==> config.mk <==
export PLATFORM = sky130hd
export DESIGN_NAME = video_timing_gen_flat
export DESIGN_NICKNAME = d
export VERILOG_FILES = /design/src/rtl/video_timing_pkg.sv /design/src/rtl/video_timing_gen_if.sv /design/src/rtl/vtg_pattern.sv /design/src/rtl/video_timing_gen.sv /design/src/flat_wrapper.sv
export SDC_FILE = /design/constraint.sdc
export NUM_CORES = 1
export LEC_CHECK = 0
export BUFFER_PORTS_ARGS = -buffer_cell sky130_fd_sc_hd__buf_2
export CORE_AREA = 2 2 84 62
export DETAILED_ROUTE_END_ITERATION = 6
export DIE_AREA = 0 0 86 64
export PLACE_DENSITY = 0.63
export REMOVE_ABC_BUFFERS = 1
export SETUP_SLACK_MARGIN = 0.2
export SYNTH_ARGS = -nofsm -noshare
export SYNTH_HDL_FRONTEND = slang
export SYNTH_HIERARCHICAL = 1
export SYNTH_SLANG_ARGS = --single-unit
export TNS_END_PERCENT = 30
==> constraint.sdc <==
create_clock -name clk -period 3.1 [get_ports clk]
set_input_delay 0.465 -clock clk [delete_from_list [all_inputs] [get_ports clk]]
set_output_delay 0.465 -clock clk [all_outputs]
set_load 0.03 [all_outputs]
==> src/rtl/video_timing_pkg.sv <==
// Shared definitions for the video timing generator: pattern codes and FSM state encoding.
package video_timing_pkg;

  localparam logic [1:0] PAT_HRAMP   = 2'd0;
  localparam logic [1:0] PAT_VRAMP   = 2'd1;
  localparam logic [1:0] PAT_CHECKER = 2'd2;
  localparam logic [1:0] PAT_SOLID   = 2'd3;

  typedef enum logic [0:0] {
    StIdle,
    StRun
  } vtg_state_e;

endpackage

==> src/rtl/video_timing_gen_if.sv <==
// Four-signal raster video stream plus frame-start marker, as consumed by the filter chain.
interface video_timing_gen_if #(
  parameter int unsigned VIDEO_DATA_WIDTH = 8
) ();

  logic                        out_active;
  logic [VIDEO_DATA_WIDTH-1:0] out_data;
  logic                        out_hsync;
  logic                        out_vsync;
  logic                        out_frame_start;

  modport master (
    output out_active,
    output out_data,
    output out_hsync,
    output out_vsync,
    output out_frame_start
  );

  modport slave (
    input out_active,
    input out_data,
    input out_hsync,
    input out_vsync,
    input out_frame_start
  );

endinterface

==> src/rtl/vtg_pattern.sv <==
// Combinational synthetic pixel generator driven by the raster counters and the latched pattern.
module vtg_pattern
  import video_timing_pkg::*;
#(
  parameter int unsigned HCntWidth = 11,
  parameter int unsigned VCntWidth = 10,
  parameter int unsigned DataWidth = 8
) (
  input  logic [HCntWidth-1:0] h_cnt_i,
  input  logic [VCntWidth-1:0] v_cnt_i,
  input  logic [1:0]           pattern_i,
  output logic [DataWidth-1:0] pixel_o
);

  logic h_b5;
  logic v_b5;

  // Counters narrower than 6 bits never reach a 32-pixel tile boundary.
  if (HCntWidth > 5) begin : g_h_b5
    assign h_b5 = h_cnt_i[5];
  end else begin : g_h_b5_zero
    assign h_b5 = 1'b0;
  end

  if (VCntWidth > 5) begin : g_v_b5
    assign v_b5 = v_cnt_i[5];
  end else begin : g_v_b5_zero
    assign v_b5 = 1'b0;
  end

  always_comb begin
    pixel_o = '0;
    case (pattern_i)
      PAT_HRAMP:   pixel_o = DataWidth'(h_cnt_i);
      PAT_VRAMP:   pixel_o = DataWidth'(v_cnt_i);
      PAT_CHECKER: pixel_o = (h_b5 ^ v_b5) ? '1 : '0;
      PAT_SOLID:   pixel_o = '1;
      default:     pixel_o = '0;
    endcase
  end

endmodule

==> src/rtl/video_timing_gen.sv <==
// Raster timing and test-pattern source. Define VTG_PATTERN_EN to honour pattern_sel;
// otherwise the pixel stream is always the horizontal ramp.
module video_timing_gen
  import video_timing_pkg::*;
#(
  parameter int unsigned H_ACTIVE         = 1280,
  parameter int unsigned H_FP             = 110,
  parameter int unsigned H_SYNC           = 40,
  parameter int unsigned H_BP             = 220,
  parameter int unsigned V_ACTIVE         = 720,
  parameter int unsigned V_FP             = 5,
  parameter int unsigned V_SYNC           = 5,
  parameter int unsigned V_BP             = 20,
  parameter int unsigned VIDEO_DATA_WIDTH = 8,
  parameter bit          SYNC_POL         = 1'b1
) (
  input  logic               clk,
  input  logic               rst,
  input  logic               enable,
  input  logic [1:0]         pattern_sel,
  video_timing_gen_if.master vid
);

  localparam int unsigned H_TOTAL = H_ACTIVE + H_FP + H_SYNC + H_BP;
  localparam int unsigned V_TOTAL = V_ACTIVE + V_FP + V_SYNC + V_BP;
  localparam int unsigned HW      = $clog2(H_TOTAL);
  localparam int unsigned VW      = $clog2(V_TOTAL);

  localparam logic [HW-1:0] HLast      = HW'(H_TOTAL - 1);
  localparam logic [HW-1:0] HActLast   = HW'(H_ACTIVE - 1);
  localparam logic [HW-1:0] HSyncFirst = HW'(H_ACTIVE + H_FP);
  localparam logic [HW-1:0] HSyncLast  = HW'(H_ACTIVE + H_FP + H_SYNC - 1);
  localparam logic [VW-1:0] VLast      = VW'(V_TOTAL - 1);
  localparam logic [VW-1:0] VActLast   = VW'(V_ACTIVE - 1);
  localparam logic [VW-1:0] VSyncFirst = VW'(V_ACTIVE + V_FP);
  localparam logic [VW-1:0] VSyncLast  = VW'(V_ACTIVE + V_FP + V_SYNC - 1);

  vtg_state_e state_q, state_d;
  logic [HW-1:0] h_cnt_q, h_cnt_d;
  logic [VW-1:0] v_cnt_q, v_cnt_d;
  logic [1:0]    pat_q, pat_d;

  logic                        active_q, active_d;
  logic [VIDEO_DATA_WIDTH-1:0] data_q, data_d;
  logic                        hsync_q, hsync_d;
  logic                        vsync_q, vsync_d;
  logic                        frame_start_q, frame_start_d;

  logic                        frame_end;
  logic                        run;
  logic [VIDEO_DATA_WIDTH-1:0] pixel;

  // Counter / FSM next state
  always_comb begin
    state_d   = state_q;
    h_cnt_d   = h_cnt_q;
    v_cnt_d   = v_cnt_q;
    frame_end = (h_cnt_q == HLast) && (v_cnt_q == VLast);
    case (state_q)
      StIdle: begin
        h_cnt_d = '0;
        v_cnt_d = '0;
        if (enable) begin
          state_d = StRun;
        end
      end
      StRun: begin
        if (h_cnt_q == HLast) begin
          h_cnt_d = '0;
          v_cnt_d = (v_cnt_q == VLast) ? '0 : v_cnt_q + VW'(1);
        end else begin
          h_cnt_d = h_cnt_q + HW'(1);
        end
        // Enable only takes effect on frame boundaries so no partial frame is emitted.
        if (frame_end && !enable) begin
          state_d = StIdle;
        end
      end
      default: state_d = StIdle;
    endcase
  end

`ifdef VTG_PATTERN_EN
  // Latch the pattern on the edge that loads (0,0) so it is valid for the whole frame.
  always_comb begin
    pat_d = pat_q;
    if ((state_d == StRun) && (h_cnt_d == '0) && (v_cnt_d == '0)) begin
      pat_d = pattern_sel;
    end
  end
`else
  logic unused_pattern_sel;
  assign unused_pattern_sel = ^pattern_sel;
  assign pat_d              = PAT_HRAMP;
`endif

  vtg_pattern #(
    .HCntWidth (HW),
    .VCntWidth (VW),
    .DataWidth (VIDEO_DATA_WIDTH)
  ) u_pattern (
    .h_cnt_i   (h_cnt_q),
    .v_cnt_i   (v_cnt_q),
    .pattern_i (pat_q),
    .pixel_o   (pixel)
  );

  // Output decode: all five outputs derive from the same counter state.
  always_comb begin
    run           = (state_q == StRun);
    active_d      = run && (h_cnt_q <= HActLast) && (v_cnt_q <= VActLast);
    data_d        = active_d ? pixel : '0;
    hsync_d       = (run && (h_cnt_q >= HSyncFirst) && (h_cnt_q <= HSyncLast)) ?
                    SYNC_POL : ~SYNC_POL;
    vsync_d       = (run && (v_cnt_q >= VSyncFirst) && (v_cnt_q <= VSyncLast)) ?
                    SYNC_POL : ~SYNC_POL;
    frame_start_d = run && (h_cnt_q == '0) && (v_cnt_q == '0);
  end

  always_ff @(posedge clk) begin
    if (rst) begin
      state_q       <= StIdle;
      h_cnt_q       <= '0;
      v_cnt_q       <= '0;
      pat_q         <= PAT_HRAMP;
      active_q      <= 1'b0;
      data_q        <= '0;
      hsync_q       <= ~SYNC_POL;
      vsync_q       <= ~SYNC_POL;
      frame_start_q <= 1'b0;
    end else begin
      state_q       <= state_d;
      h_cnt_q       <= h_cnt_d;
      v_cnt_q       <= v_cnt_d;
      pat_q         <= pat_d;
      active_q      <= active_d;
      data_q        <= data_d;
      hsync_q       <= hsync_d;
      vsync_q       <= vsync_d;
      frame_start_q <= frame_start_d;
    end
  end

  assign vid.out_active      = active_q;
  assign vid.out_data        = data_q;
  assign vid.out_hsync       = hsync_q;
  assign vid.out_vsync       = vsync_q;
  assign vid.out_frame_start = frame_start_q;

endmodule

==> src/flat_wrapper.sv <==
// flat-port wrapper written by rule: the top's interface ports become plain ports
module video_timing_gen_flat import video_timing_pkg::*;
#(
  parameter int unsigned H_ACTIVE         = 1280,
  parameter int unsigned H_FP             = 110,
  parameter int unsigned H_SYNC           = 40,
  parameter int unsigned H_BP             = 220,
  parameter int unsigned V_ACTIVE         = 720,
  parameter int unsigned V_FP             = 5,
  parameter int unsigned V_SYNC           = 5,
  parameter int unsigned V_BP             = 20,
  parameter int unsigned VIDEO_DATA_WIDTH = 8,
  parameter bit          SYNC_POL         = 1'b1
)
  (clk, rst, enable, pattern_sel, vid_out_active, vid_out_data, vid_out_hsync, vid_out_vsync, vid_out_frame_start);
  video_timing_gen_if #(.VIDEO_DATA_WIDTH(VIDEO_DATA_WIDTH)) vid_i ();
  input  logic clk;
  input  logic rst;
  input  logic enable;
  input  logic [1:0] pattern_sel;
  output wire logic [$bits(vid_i.out_active)-1:0] vid_out_active;
  output wire logic [$bits(vid_i.out_data)-1:0] vid_out_data;
  output wire logic [$bits(vid_i.out_hsync)-1:0] vid_out_hsync;
  output wire logic [$bits(vid_i.out_vsync)-1:0] vid_out_vsync;
  output wire logic [$bits(vid_i.out_frame_start)-1:0] vid_out_frame_start;
  assign vid_out_active = vid_i.out_active;
  assign vid_out_data = vid_i.out_data;
  assign vid_out_hsync = vid_i.out_hsync;
  assign vid_out_vsync = vid_i.out_vsync;
  assign vid_out_frame_start = vid_i.out_frame_start;
  video_timing_gen #(.H_ACTIVE(H_ACTIVE), .H_FP(H_FP), .H_SYNC(H_SYNC), .H_BP(H_BP), .V_ACTIVE(V_ACTIVE), .V_FP(V_FP), .V_SYNC(V_SYNC), .V_BP(V_BP), .VIDEO_DATA_WIDTH(VIDEO_DATA_WIDTH), .SYNC_POL(SYNC_POL)) u_core (.clk(clk), .rst(rst), .enable(enable), .pattern_sel(pattern_sel), .vid(vid_i));
endmodule
==> reports/qor.log <==
INFO  synth          synth_enable_flop_cells=0
INFO  cts            clock_latency=300ps
INFO  critical_path  timing.reg2reg.worst_path_depth=6
INFO  timing         max_slew_margin_vs_limit=0.4926
INFO  pwr            combPwrFrac=0.069
INFO  grt            grt_start_max_net_pins=13
INFO  die            die_area=0.005504mm^2
INFO  critical_path  buffers_inverters_on_critical_path=1
INFO  hold_path      hold_end=u_core/run
INFO  cts            cts_tree=done
INFO  pwr            cellPowerDensity=420.1mW/mm^2
INFO  synth          syn_inst=208
INFO  cts            cts_clock_pin_slew_for_the_worst_setup_and_hold_paths=80ps
INFO  grt            first_global_vias=1383
INFO  cts            ctsHtreeMaxLevel=2
INFO  die            floorplan.initialDensity=0.3947
INFO  cts            post-cts-setup-buffer-count=0
INFO  hold_path      worstHoldStart=rst
INFO  synth          avgSynthCellArea=8.825um^2
INFO  die            fp.dieW=86um
INFO  critical_path  reg2reg_slack=1120ps
INFO  drt            detail_route.first_pass.iterations=4
INFO  drt            num_vias=1529
INFO  die            floorplan.io_pins=17
INFO  cts            postCtsResizedCells=0
INFO  die            placeableCoreArea=0.004651mm^2
INFO  hold_path      worstHoldPathType=in2reg
INFO  die            rows=21
INFO  pwr            sequentialPowerShare=0.523
INFO  drt            routed_wirelength=3945um
INFO  critical_path  critical_path.endpoint_type=flip-flop
INFO  pwr            power_switching=210.9uW
INFO  critical_path  critical-path-top-delay-family=compound AO/OA/AOI/OAI gates
INFO  hold_path      min_delay_path_depth=2
INFO  cts            cts.sinks=34
INFO  timing         finalSetupViolations=0
INFO  grt            grt_antenna_before_repair=0
INFO  finish         final_area=0.002037mm^2
INFO  job            max-cap-violations=0
INFO  drt            drtIter0Drc=67
INFO  critical_path  cp.required=3320ps
INFO  finish         nNetsFinal=242
INFO  place          placed_cell_area=0.001942mm^2
INFO  critical_path  critical_path_cell_count=6
INFO  timing         final-hold-violation-count=0
INFO  synth          dominantRegCellSynth=sky130_fd_sc_hd__dfxtp_1
INFO  critical_path  path_cells=inv_1 -> ha_1 -> and4_2 -> a31oi_1 -> a22oi_1 -> o31ai_1
INFO  critical_path  crit_arrival=2200ps
INFO  synth          synth_warnings=6
INFO  pwr            leakagePower=0.8049nW
INFO  critical_path  setup.worst_path.start=u_core/h_cnt_q[1]
INFO  grt            track_usage=0.1580
INFO  critical_path  critPathMaxFanout=8
INFO  critical_path  crit_path_max_incr_delay=600ps
INFO  timing         clock.fmax=505.2MHz
INFO  cts            clock-root-buffer=sky130_fd_sc_hd__clkbuf_8
INFO  synth          postSynthRegisterBits=34
INFO  critical_path  path_class=reg2reg
INFO  timing         timing_max_transition_violations_final=0
INFO  timing         post-route-min-period=1979ps
INFO  critical_path  startpoint_type=flip-flop
INFO  timing         skew=9.980ps
INFO  finish         area_growth_syn_to_layout=10.97%
INFO  critical_path  worst_r2r_startpoint=u_core/h_cnt_q[1]
INFO  drt            ant_nets=0
INFO  timing         max_slew.worst_pin.slew=757.6ps
INFO  pwr            internal-power=644.9uW
INFO  status         run_status=complete, no violations
INFO  critical_path  r2r-end=u_core/v_cnt_q[6]
INFO  drt            drc=0
INFO  pwr            switching_share=0.2464
INFO  place          port_buffers=14
INFO  pwr            vdd.ir_drop.worst=227.4uV
INFO  timing         setup_repair_after_global_routing_missed_its_margin=false
INFO  cts            cts_hold_repair.buffers=0
INFO  grt            global_route.overflow_total=0
INFO  synth          mappedNetlistArea=0.001836mm^2
INFO  synth          async_flop_share=0
INFO  timing         timing.setup.tns=0ps
INFO  synth          seq_area_frac_synth=0.3708
INFO  critical_path  highest_delay_cell_along_the_critical_path=sky130_fd_sc_hd__a31oi_1
INFO  grt            grt_pass1_wl=6679um
INFO  pwr            p_clk_frac=0.408
INFO  drt            detail_route.wl_per_cell=13.70um
INFO  timing         finalCritPeriodShare=0.6385
INFO  place          dp_hpwl=2856um
INFO  cts            numCtsBuffers=5
INFO  die            die_height=64um
INFO  finish         layout-drive-gt1-share=0.1645
INFO  drt            drt-vias-per-instance=5.309
INFO  finish         antennaDiodeCount=0
INFO  synth          netlist-cell-type-count=43
INFO  cts            cts_buffer_depth=2
INFO  place          place_congestion=0.7879
-- metrics by stage --
stage | cells | util | total power, mW | setup slack (ps) | hold slack, ps
floorplan | 209 | - | 0.5012 | 1459 | 467.3
global placement | 280 | 0.4175 | 0.5151 | 1161 | 487.7
detailed placement | 280 | 0.4175 | 0.5153 | 1120 | 490.0
CTS | 288 | 0.4380 | 0.8649 | 1099 | 334.6
global route | 288 | 0.4380 | 0.8908 | 986.2 | 352.6
finish | 288 | 0.4380 | 0.8558 | 1121 | 339.8
-- cell usage in the layout (no fill, tap or decap), drive strengths merged, types with 10 or more instances in the layout --
master | Yosys | final
dfxtp | 34 | 34
buf | 7 | 14
nor2 | 19 | 19
nand3 | 15 | 15
conb | 1 | 10
nand2 | 18 | 18
inv | 10 | 10
o21ai | 10 | 10
and2 | 10 | 10
-- kinds of logic after synthesis --
group | Yosys count | share of synthesized area
fa+ha+maj | 7 | 0.04771
compound gates | 37 | 0.1486
buf+inv | 18 | 0.05793
xor+xnor | 10 | 0.04771
simple gates | 101 | 0.3252
other cells | 1 | 0.002043
flops | 34 | 0.3708
-- area by class of cell --
type / instances / area (um^2)
inverter: 10 / 37.54
fill: 471 / 2614
clock inverter: 2 / 12.51
timing repair buffer: 14 / 70.07
sequential: 34 / 680.7
tap: 57 / 71.32
clock buffer: 6 / 82.58
multi-input combinational: 165 / 1082
-- metal layers --
metal	GRT usage	vias to the layer above	share of wire
met1	0.2343	696	0.53
met2	0.2093	44	0.39
li1	-	781	-
met4	0.07738	0	0.020
met3	0.03876	8	0.061
met5	0	-	0
-- worst max-delay path by stage --
stage          slack (ps)                      to
6_report             1120       u_core/v_cnt_q[6]
5_1_grt               990       u_core/v_cnt_q[3]
4_1_cts              1100       u_core/v_cnt_q[6]
3_5_place_dp         1120       u_core/v_cnt_q[6]
3_3_place_gp         1160       u_core/v_cnt_q[6]
2_1_floorplan        1460  u_core/vid.out_data[0]
-- flip-flops by register name (all words and copies together), names as in the netlist --
register                    cells
u_core/v_cnt_q                 10
u_core/vid.out_vsync            1
u_core/run                      1
u_core/vid.out_data             8
u_core/vid.out_active           1
u_core/vid.out_frame_start      1
u_core/vid.out_hsync            1
u_core/h_cnt_q                 11
-- power groups by stage --
stage	sequential [mW]	combinational, mW	clock (mW)
after floorplan	0.467	0.0340	0
after global routing	0.448	0.0652	0.378
final	0.447	0.0591	0.349
after detailed placement	0.457	0.0579	0
after global placement	0.457	0.0579	0
after CTS	0.447	0.0583	0.359
-- worst reg2reg max path, stage by stage, from the launching register on --
cell,delay [ps]
sky130_fd_sc_hd__dfxtp_1,480
sky130_fd_sc_hd__inv_1,130
sky130_fd_sc_hd__ha_1,200
sky130_fd_sc_hd__and4_2,210
sky130_fd_sc_hd__a31oi_1,600
sky130_fd_sc_hd__a22oi_1,190
sky130_fd_sc_hd__o31ai_1,90
-- Yosys cell counts (3+ instances only) --
cell type / instances / share of area
sky130_fd_sc_hd__o221a_1: 7 / 0.043
sky130_fd_sc_hd__nand4_1: 7 / 0.024
sky130_fd_sc_hd__nor2_1: 19 / 0.039
sky130_fd_sc_hd__nand3_1: 12 / 0.033
sky130_fd_sc_hd__and3_1: 7 / 0.024
sky130_fd_sc_hd__or4_1: 3 / 0.012
sky130_fd_sc_hd__buf_6: 4 / 0.025
sky130_fd_sc_hd__nor3_1: 5 / 0.014
sky130_fd_sc_hd__o31ai_1: 3 / 0.012
sky130_fd_sc_hd__xor2_1: 5 / 0.024
sky130_fd_sc_hd__and2_4: 8 / 0.038
sky130_fd_sc_hd__a21oi_1: 5 / 0.014
sky130_fd_sc_hd__o21ai_0: 10 / 0.027
sky130_fd_sc_hd__ha_1: 7 / 0.048
sky130_fd_sc_hd__dfxtp_1: 34 / 0.37
sky130_fd_sc_hd__xnor2_1: 5 / 0.024
sky130_fd_sc_hd__nand2b_1: 3 / 0.010
sky130_fd_sc_hd__nand3_2: 3 / 0.016
sky130_fd_sc_hd__nand2_1: 18 / 0.037
sky130_fd_sc_hd__inv_1: 10 / 0.020
(Power assumes the default switching activity.)
